### src/rtl/ps2_pkg.sv
// Shared PS/2 byte constants, tracker FSM state type and a byte-class helper.
package ps2_pkg;

    localparam logic [7:0] PS2_BREAK  = 8'hF0;
    localparam logic [7:0] PS2_EXT    = 8'hE0;
    localparam logic [7:0] PS2_PAUSE  = 8'hE1;
    localparam logic [7:0] PS2_BAT_OK = 8'hAA;
    localparam logic [7:0] PS2_ACK    = 8'hFA;
    localparam logic [7:0] PS2_ECHO   = 8'hEE;
    localparam logic [7:0] PS2_RESEND = 8'hFE;
    localparam logic [7:0] PS2_ERR0   = 8'h00;
    localparam logic [7:0] PS2_ERR1   = 8'hFF;

    // Bytes remaining in the Pause sequence after its leading E1.
    localparam logic [2:0] PS2_PAUSE_TAIL = 3'd7;

    typedef enum logic [2:0] {
        ST_IDLE,
        ST_BRK,
        ST_EXT,
        ST_EXT_BRK,
        ST_PAUSE
    } ps2_state_t;

    // Keyboard (re)initialisation or error bytes: every held key is forgotten.
    function automatic logic is_flush_code(input logic [7:0] b);
        return (b == PS2_BAT_OK) || (b == PS2_ERR0) || (b == PS2_ERR1);
    endfunction

    // Host-protocol responses that never describe a key.
    function automatic logic is_response_code(input logic [7:0] b);
        return (b == PS2_ACK) || (b == PS2_ECHO) || (b == PS2_RESEND);
    endfunction

endpackage

### src/rtl/ps2_key_table.sv
// Held-key table: compact list of scan codes in press order, no duplicates.
// Commands (one per cycle, clear has priority): insert, remove-and-compact, clear.
module ps2_key_table #(
    parameter int MAX_KEYS = 4
) (
    input  logic       clk_i,
    input  logic       rst_i,
    input  logic       clr_i,
    input  logic       ins_i,
    input  logic       rem_i,
    input  logic [7:0] code_i,
    output logic [2:0] count_o,
    output logic [7:0] slot0_o,
    output logic [7:0] slot1_o
);

    logic [7:0] table_q [MAX_KEYS];
    logic [7:0] table_d [MAX_KEYS];
    logic [2:0] count_q;
    logic [2:0] count_d;
    logic       hit;
    logic [2:0] hit_idx;

    // Look up the incoming code among valid entries and compute the next table.
    always_comb begin
        table_d = table_q;
        count_d = count_q;
        hit     = 1'b0;
        hit_idx = 3'd0;
        for (int i = 0; i < MAX_KEYS; i++) begin
            if (i < int'(count_q) && table_q[i] == code_i) begin
                hit     = 1'b1;
                hit_idx = 3'(i);
            end
        end
        if (clr_i) begin
            for (int i = 0; i < MAX_KEYS; i++) table_d[i] = 8'h00;
            count_d = 3'd0;
        end else if (ins_i && !hit && int'(count_q) < MAX_KEYS) begin
            for (int i = 0; i < MAX_KEYS; i++) begin
                if (i == int'(count_q)) table_d[i] = code_i;
            end
            count_d = count_q + 3'd1;
        end else if (rem_i && hit) begin
            // Slots above the valid region are already zero, so shifting
            // down also clears the vacated top slot.
            for (int i = 0; i < MAX_KEYS; i++) begin
                if (i >= int'(hit_idx)) begin
                    if (i < MAX_KEYS - 1) table_d[i] = table_q[(i + 1) % MAX_KEYS];
                    else                  table_d[i] = 8'h00;
                end
            end
            count_d = count_q - 3'd1;
        end
    end

    // Table and count registers with synchronous reset.
    always_ff @(posedge clk_i) begin
        if (rst_i) begin
            for (int i = 0; i < MAX_KEYS; i++) table_q[i] <= 8'h00;
            count_q <= 3'd0;
        end else begin
            table_q <= table_d;
            count_q <= count_d;
        end
    end

    assign count_o = count_q;
    assign slot0_o = table_q[0];
    assign slot1_o = table_q[1];

endmodule

### src/rtl/ps2_key_tracker.sv
// PS/2 held-key tracker: make/break decode feeding a press-ordered key table.
// Optional stuck-key flush enabled by defining PS2_KEY_TRACKER_TIMEOUT_EN.
//
// state      | meaning
// -----------+-----------------------------------------------------------
// ST_IDLE    | waiting for a make code or a prefix byte
// ST_BRK     | F0 seen; next byte is the code being released
// ST_EXT     | E0 seen; next byte is an extended code (discarded)
// ST_EXT_BRK | E0 F0 seen; next byte is an extended release (discarded)
// ST_PAUSE   | inside the Pause sequence; pause_q bytes still to swallow
module ps2_key_tracker
    import ps2_pkg::*;
#(
    parameter int MAX_KEYS       = 4,
    parameter int TIMEOUT_CYCLES = 50_000_000
) (
    input  logic       Clk,
    input  logic       Reset,
    input  logic       scan_valid,
    input  logic [7:0] scan_code,
    output logic [2:0] keyCount,
    output logic [7:0] keyCode1,
    output logic [7:0] keyCode2
);

    ps2_state_t state_q, state_d;
    logic [2:0] pause_q, pause_d;
    logic       tbl_ins, tbl_rem, tbl_clr;
    logic       flush;

`ifdef PS2_KEY_TRACKER_TIMEOUT_EN
    localparam int TW = $clog2(TIMEOUT_CYCLES + 1);
    logic [TW-1:0] idle_q;

    assign flush = !scan_valid && (idle_q == TW'(TIMEOUT_CYCLES - 1)) && (keyCount != 3'd0);

    // Idle-cycle counter: restarts on any byte or after a flush, saturates when nothing is held.
    always_ff @(posedge Clk) begin
        if (Reset || scan_valid || flush) begin
            idle_q <= '0;
        end else if (idle_q != TW'(TIMEOUT_CYCLES - 1)) begin
            idle_q <= idle_q + 1'b1;
        end
    end
`else
    assign flush = 1'b0;
`endif

    // FSM state and pause counter registers.
    always_ff @(posedge Clk) begin
        if (Reset) begin
            state_q <= ST_IDLE;
            pause_q <= 3'd0;
        end else begin
            state_q <= state_d;
            pause_q <= pause_d;
        end
    end

    // Next-state decode and table command generation for each accepted byte.
    always_comb begin
        state_d = state_q;
        pause_d = pause_q;
        tbl_ins = 1'b0;
        tbl_rem = 1'b0;
        tbl_clr = 1'b0;
        if (scan_valid) begin
            case (state_q)
                ST_IDLE: begin
                    if (scan_code == PS2_BREAK) begin
                        state_d = ST_BRK;
                    end else if (scan_code == PS2_EXT) begin
                        state_d = ST_EXT;
                    end else if (scan_code == PS2_PAUSE) begin
                        state_d = ST_PAUSE;
                        pause_d = PS2_PAUSE_TAIL;
                    end else if (is_flush_code(scan_code)) begin
                        tbl_clr = 1'b1;
                    end else if (!is_response_code(scan_code)) begin
                        tbl_ins = 1'b1;
                    end
                end
                ST_BRK: begin
                    tbl_rem = 1'b1;
                    state_d = ST_IDLE;
                end
                ST_EXT: begin
                    state_d = (scan_code == PS2_BREAK) ? ST_EXT_BRK : ST_IDLE;
                end
                ST_EXT_BRK: begin
                    state_d = ST_IDLE;
                end
                ST_PAUSE: begin
                    pause_d = pause_q - 3'd1;
                    if (pause_q <= 3'd1) begin
                        pause_d = 3'd0;
                        state_d = ST_IDLE;
                    end
                end
                default: begin
                    state_d = ST_IDLE;
                    pause_d = 3'd0;
                end
            endcase
        end else if (flush) begin
            state_d = ST_IDLE;
            pause_d = 3'd0;
            tbl_clr = 1'b1;
        end
    end

    ps2_key_table #(
        .MAX_KEYS (MAX_KEYS)
    ) u_table (
        .clk_i   (Clk),
        .rst_i   (Reset),
        .clr_i   (tbl_clr),
        .ins_i   (tbl_ins),
        .rem_i   (tbl_rem),
        .code_i  (scan_code),
        .count_o (keyCount),
        .slot0_o (keyCode1),
        .slot1_o (keyCode2)
    );

endmodule

### config.mk
export PLATFORM = sky130hd
export DESIGN_NAME = ps2_key_tracker
export DESIGN_NICKNAME = d
export VERILOG_FILES = /design/src/rtl/ps2_pkg.sv /design/src/rtl/ps2_key_table.sv /design/src/rtl/ps2_key_tracker.sv
export SDC_FILE = /design/constraint.sdc
export NUM_CORES = 1
export LEC_CHECK = 0
export ABC_CLOCK_PERIOD_IN_PS = 9200
export CAP_MARGIN = 10
export CORE_ASPECT_RATIO = 2
export CORE_MARGIN = 2
export CORE_UTILIZATION = 25
export DETAILED_ROUTE_END_ITERATION = 16
export DONT_BUFFER_PORTS = 1
export SYNTH_ARGS = -nofsm -noshare
export SYNTH_HDL_FRONTEND = slang
export SYNTH_SLANG_ARGS = --single-unit
export TNS_END_PERCENT = 50
### constraint.sdc
create_clock -name Clk -period 9.2 [get_ports Clk]
set_input_delay 2.76 -clock Clk [delete_from_list [all_inputs] [get_ports Clk]]
set_output_delay 2.76 -clock Clk [all_outputs]
set_load 0.01 [all_outputs]
==> results.md <==
* Status: finished clean
* Synth Area in Simple Gates at 19.6%
* Worst-Skew Late Latency at between 0.2 and 0.3 ns
* Internal Power at 309 uW
* Cells after DPL at 432
* Post-Synth Adder-Cell Area at ~3.7%
* Arrival time at the worst endpoint at roughly 5.3 ns
* CTS root buffer: clkbuf_16
* Commonest cells post-synth: 41 x dfxtp_1, 40 x nand2_1, 31 x o21ai_0, 26 x a31oi_1
* Static Leakage at approximately 1.1 nW
* PortBufs at 0
* Seq pwr share at 46.7%
* Syn Inst Count at between 300 and 400
* Mapped Nets at between 300 and 400
* Fin. max-slew vios at 0
* Layout net count at between 300 and 400
* Crit path max-delay family: simple AND/OR/NAND/NOR gates
* Final Hold Fails at 0
* Die Area at approximately 12000 sq um
* CP bufs+invs at 0
* Share of layout cells above drive strength 1 at under 10%
* Crit start category: primary input
* Post-DP HPWL at between 5000 and 6000 um
* Vias in the first global route at between 2000 and 2500
* Largest net degree at the start of global routing at a little over 40
* Synth area leaders: dfxtp_1 30%, xor2_1 7.3%, buf_4 6.3%
* Comb power frac at approximately 13%
* DP Area at 2660 sq um
* WL per Instance at 17.4 um
* Tot Pwr at roughly 440 uW
* Grt total ovfl at 0
* Die width at about 78 um
* CTS Buf Count at 5
* Synthesized area at 2740 sq um
* Finished Cell Area at 2810 sq um
* WS Path Type: primary input to flop
* Clock power share at roughly two fifths
* Reg clk slew, reported paths at 0.06 ns
* Detail Route Antenna Nets at 0
* Maximum VDD drop at 0.0667 mV
* CTS tree: done
* Worst EP required at 9.41 ns
* Final critical-path required period at around 5 ns
* Core ar. at about 11000 sq um
* Io pins at 30
* Worst path slowest cell: or2_1
* DRC violations left at 0
* Main combinational cell family by area after synthesis: compound AO/OA/AOI/OAI gates
* Crit end category: flop
* Switch share at between 20% and 30%
* Hold Slack at roughly 0.49 ns
* CTS sink cnt at ~40
* RSZ-0062 raised after global routing: false
* Crit path max fanout at 26
* Total Wirelength at about 7700 um
* Fillers at 1202
* Number of diodes at 0
* Final Wtd Congestion at 0.797
* Distinct cells, synth at between 40 and 50
* Crit-path cells: xor2_1, nor4_1, and3_1, or4b_1, or2_1, o21ai_0, nor3_1
* Die span in y at between 150 and 200 um
* Compound-cell area share of the yosys netlist at a little over a fifth
* Dominant synthesized flop cell: dfxtp_1
* XOR/XNOR share of the synthesized area at 10.8%
* Max clock buf depth at 2
* Initial Util at ~25%
* Setup bufs post-CTS at 0
* Yosys top cell area share at ~30%
* H-tree depth at 2
* Top-count cell post-synth: dfxtp_1
* Fmax at just under 0.2 GHz
* Setup violators final at 0
* Yosys top cell by area: dfxtp_1
* Setup TNS at 0 ns
* 1st-iter DRT viols at between 150 and 200
* Post-synth EDFFs at 0
* Max-cap viol count at 0
* Initial antenna violation count at 0
* Sequential cell area fraction in the yosys report at between 20% and 30%
* CTS Hold Buffers Added at 0
* GRT Total Usage at between 10% and 20%
* Post_cts resized at 0
* Post-synthesis async set-or-reset flop share at 0%
* Area delta synth->final at 2.37%
* Slew HR at 37.9%
* Pwr Density at around 160 nW/um^2
* Fin crit share at between 50% and 60%
* First-pass GRT wire length at around 12000 um
* Mean Syn Cell Area at 8.23 sq um
* Non-Filler Instances at 440
* Hold Crit Class: flop to flop
* Mux cell area share after synthesis at slightly above 3%
* Drt pass-1 iters at 6
* Total number of vias at roughly 2400
* YS warnings at 0
* Net Sw Power at between 100 and 150 uW
* Std cell rows at 54
* Seq cells post-synth at 41
* Clk_skew at between 0.005 and 0.006 ns
* Measured slew at the worst slew-check pin at around 0.93 ns
* Critical path's largest stage delay at 0.79 ns
* DR vias/cell at 5.41
[registers in the layout (all words and copies together) (netlist names)]
signal / cells
state_q: 3
pause_q: 3
u_table.slot1_o: 8
u_table.slot0_o: 8
u_table.table_q: 16
u_table.count_o: 3
[stage by stage]
stage / setup slack [ns] / util [%]
6_report: 4.16 / 26.0
5_1_grt: 3.93 / 26.0
4_1_cts: 4.15 / 26.0
3_5_place_dp: 3.85 / 24.6
3_3_place_gp: 3.86 / 24.6
2_1_floorplan: 4.42 / -
[area by class of cell]
class | instances | area (sq um) | area share [%]
Clock inverter | 3 | 17.5 | 0.624
Multi-Input combinational cell | 242 | 1630 | 58.0
Inverter | 7 | 26.3 | 0.936
Sequential cell | 41 | 821 | 29.2
Clock buffer | 5 | 125 | 4.46
Tap cell | 140 | 175 | 6.24
Timing Repair Buffer | 2 | 15.0 | 0.535
[routing by layer]
metal  vias up  global-route usage, %  part of all wire (%)
met5         -                      0                     0
met4         0                   9.36                   5.6
met3        26                   2.79                   4.0
met2        58                   24.7                    58
met1      1171                   12.7                    33
li1       1127                      -                     -
[power by group through the flow]
stage	sequential (mW)	combinational, mW	clock [mW]
after global routing	0.206	0.0664	0.183
after detailed placement	0.209	0.0576	0
final	0.204	0.0584	0.174
after CTS	0.205	0.0580	0.177
after global placement	0.209	0.0573	0
after floorplan	0.199	0.0667	0
[kinds of logic (layout without fill, tap and decap cells)]
group	Yosys count	in the layout
flops	41	41
buf+inv	50	17
xor+xnor	33	33
simple gates	105	105
compound gates	90	90
fa+ha+maj	8	8
mux	6	6
[placed cells by master, fill, tap and decap left out, types with 4 or more instances in the layout]
cell type  synthesis  routed
nand4_1            7       7
ha_1               8       8
a41o_1             8       8
o2111a_1           8       8
dfxtp_1           41      41
o21ai_0           31      31
nor4_1             5       5
xnor2_1            9       9
nand2_1           40      40
nand3_1            8       8
nor2_1            14      14
nor3_1             7       7
or3_1              5       5
inv_1              7       7
a21oi_1            7       7
mux2i_1            4       4
a31oi_1           26      25
clkbuf_16          0       5
xor2_1            23      23
[final timing paths]
path,start,to,slack [ns],cells after the start
hold / removal,pause_q[1]$_SDFFE_PP0P_,pause_q[1]$_SDFFE_PP0P_,0.49,2
setup / recovery,scan_code[5],u_table.count_o[1]$_SDFFE_PP0P_,4.16,7
setup reg to reg,u_table.count_o[2]$_SDFFE_PP0P_,u_table.table_q[3]$_SDFFE_PP0P_,6.17,7
hold reg to reg,pause_q[1]$_SDFFE_PP0P_,pause_q[1]$_SDFFE_PP0P_,0.49,2
[worst register-to-register path, cell delays in order (launching register included)]
cell and delay [ns]:
dfxtp_1 0.42, inv_1 0.18, nand3_1 0.21, and3_1 0.22
or4b_1 0.78, nor2_4 0.49, nand2_1 0.31, a41o_1 0.31
No activity file was read; power rests on OpenSTA's default activity.
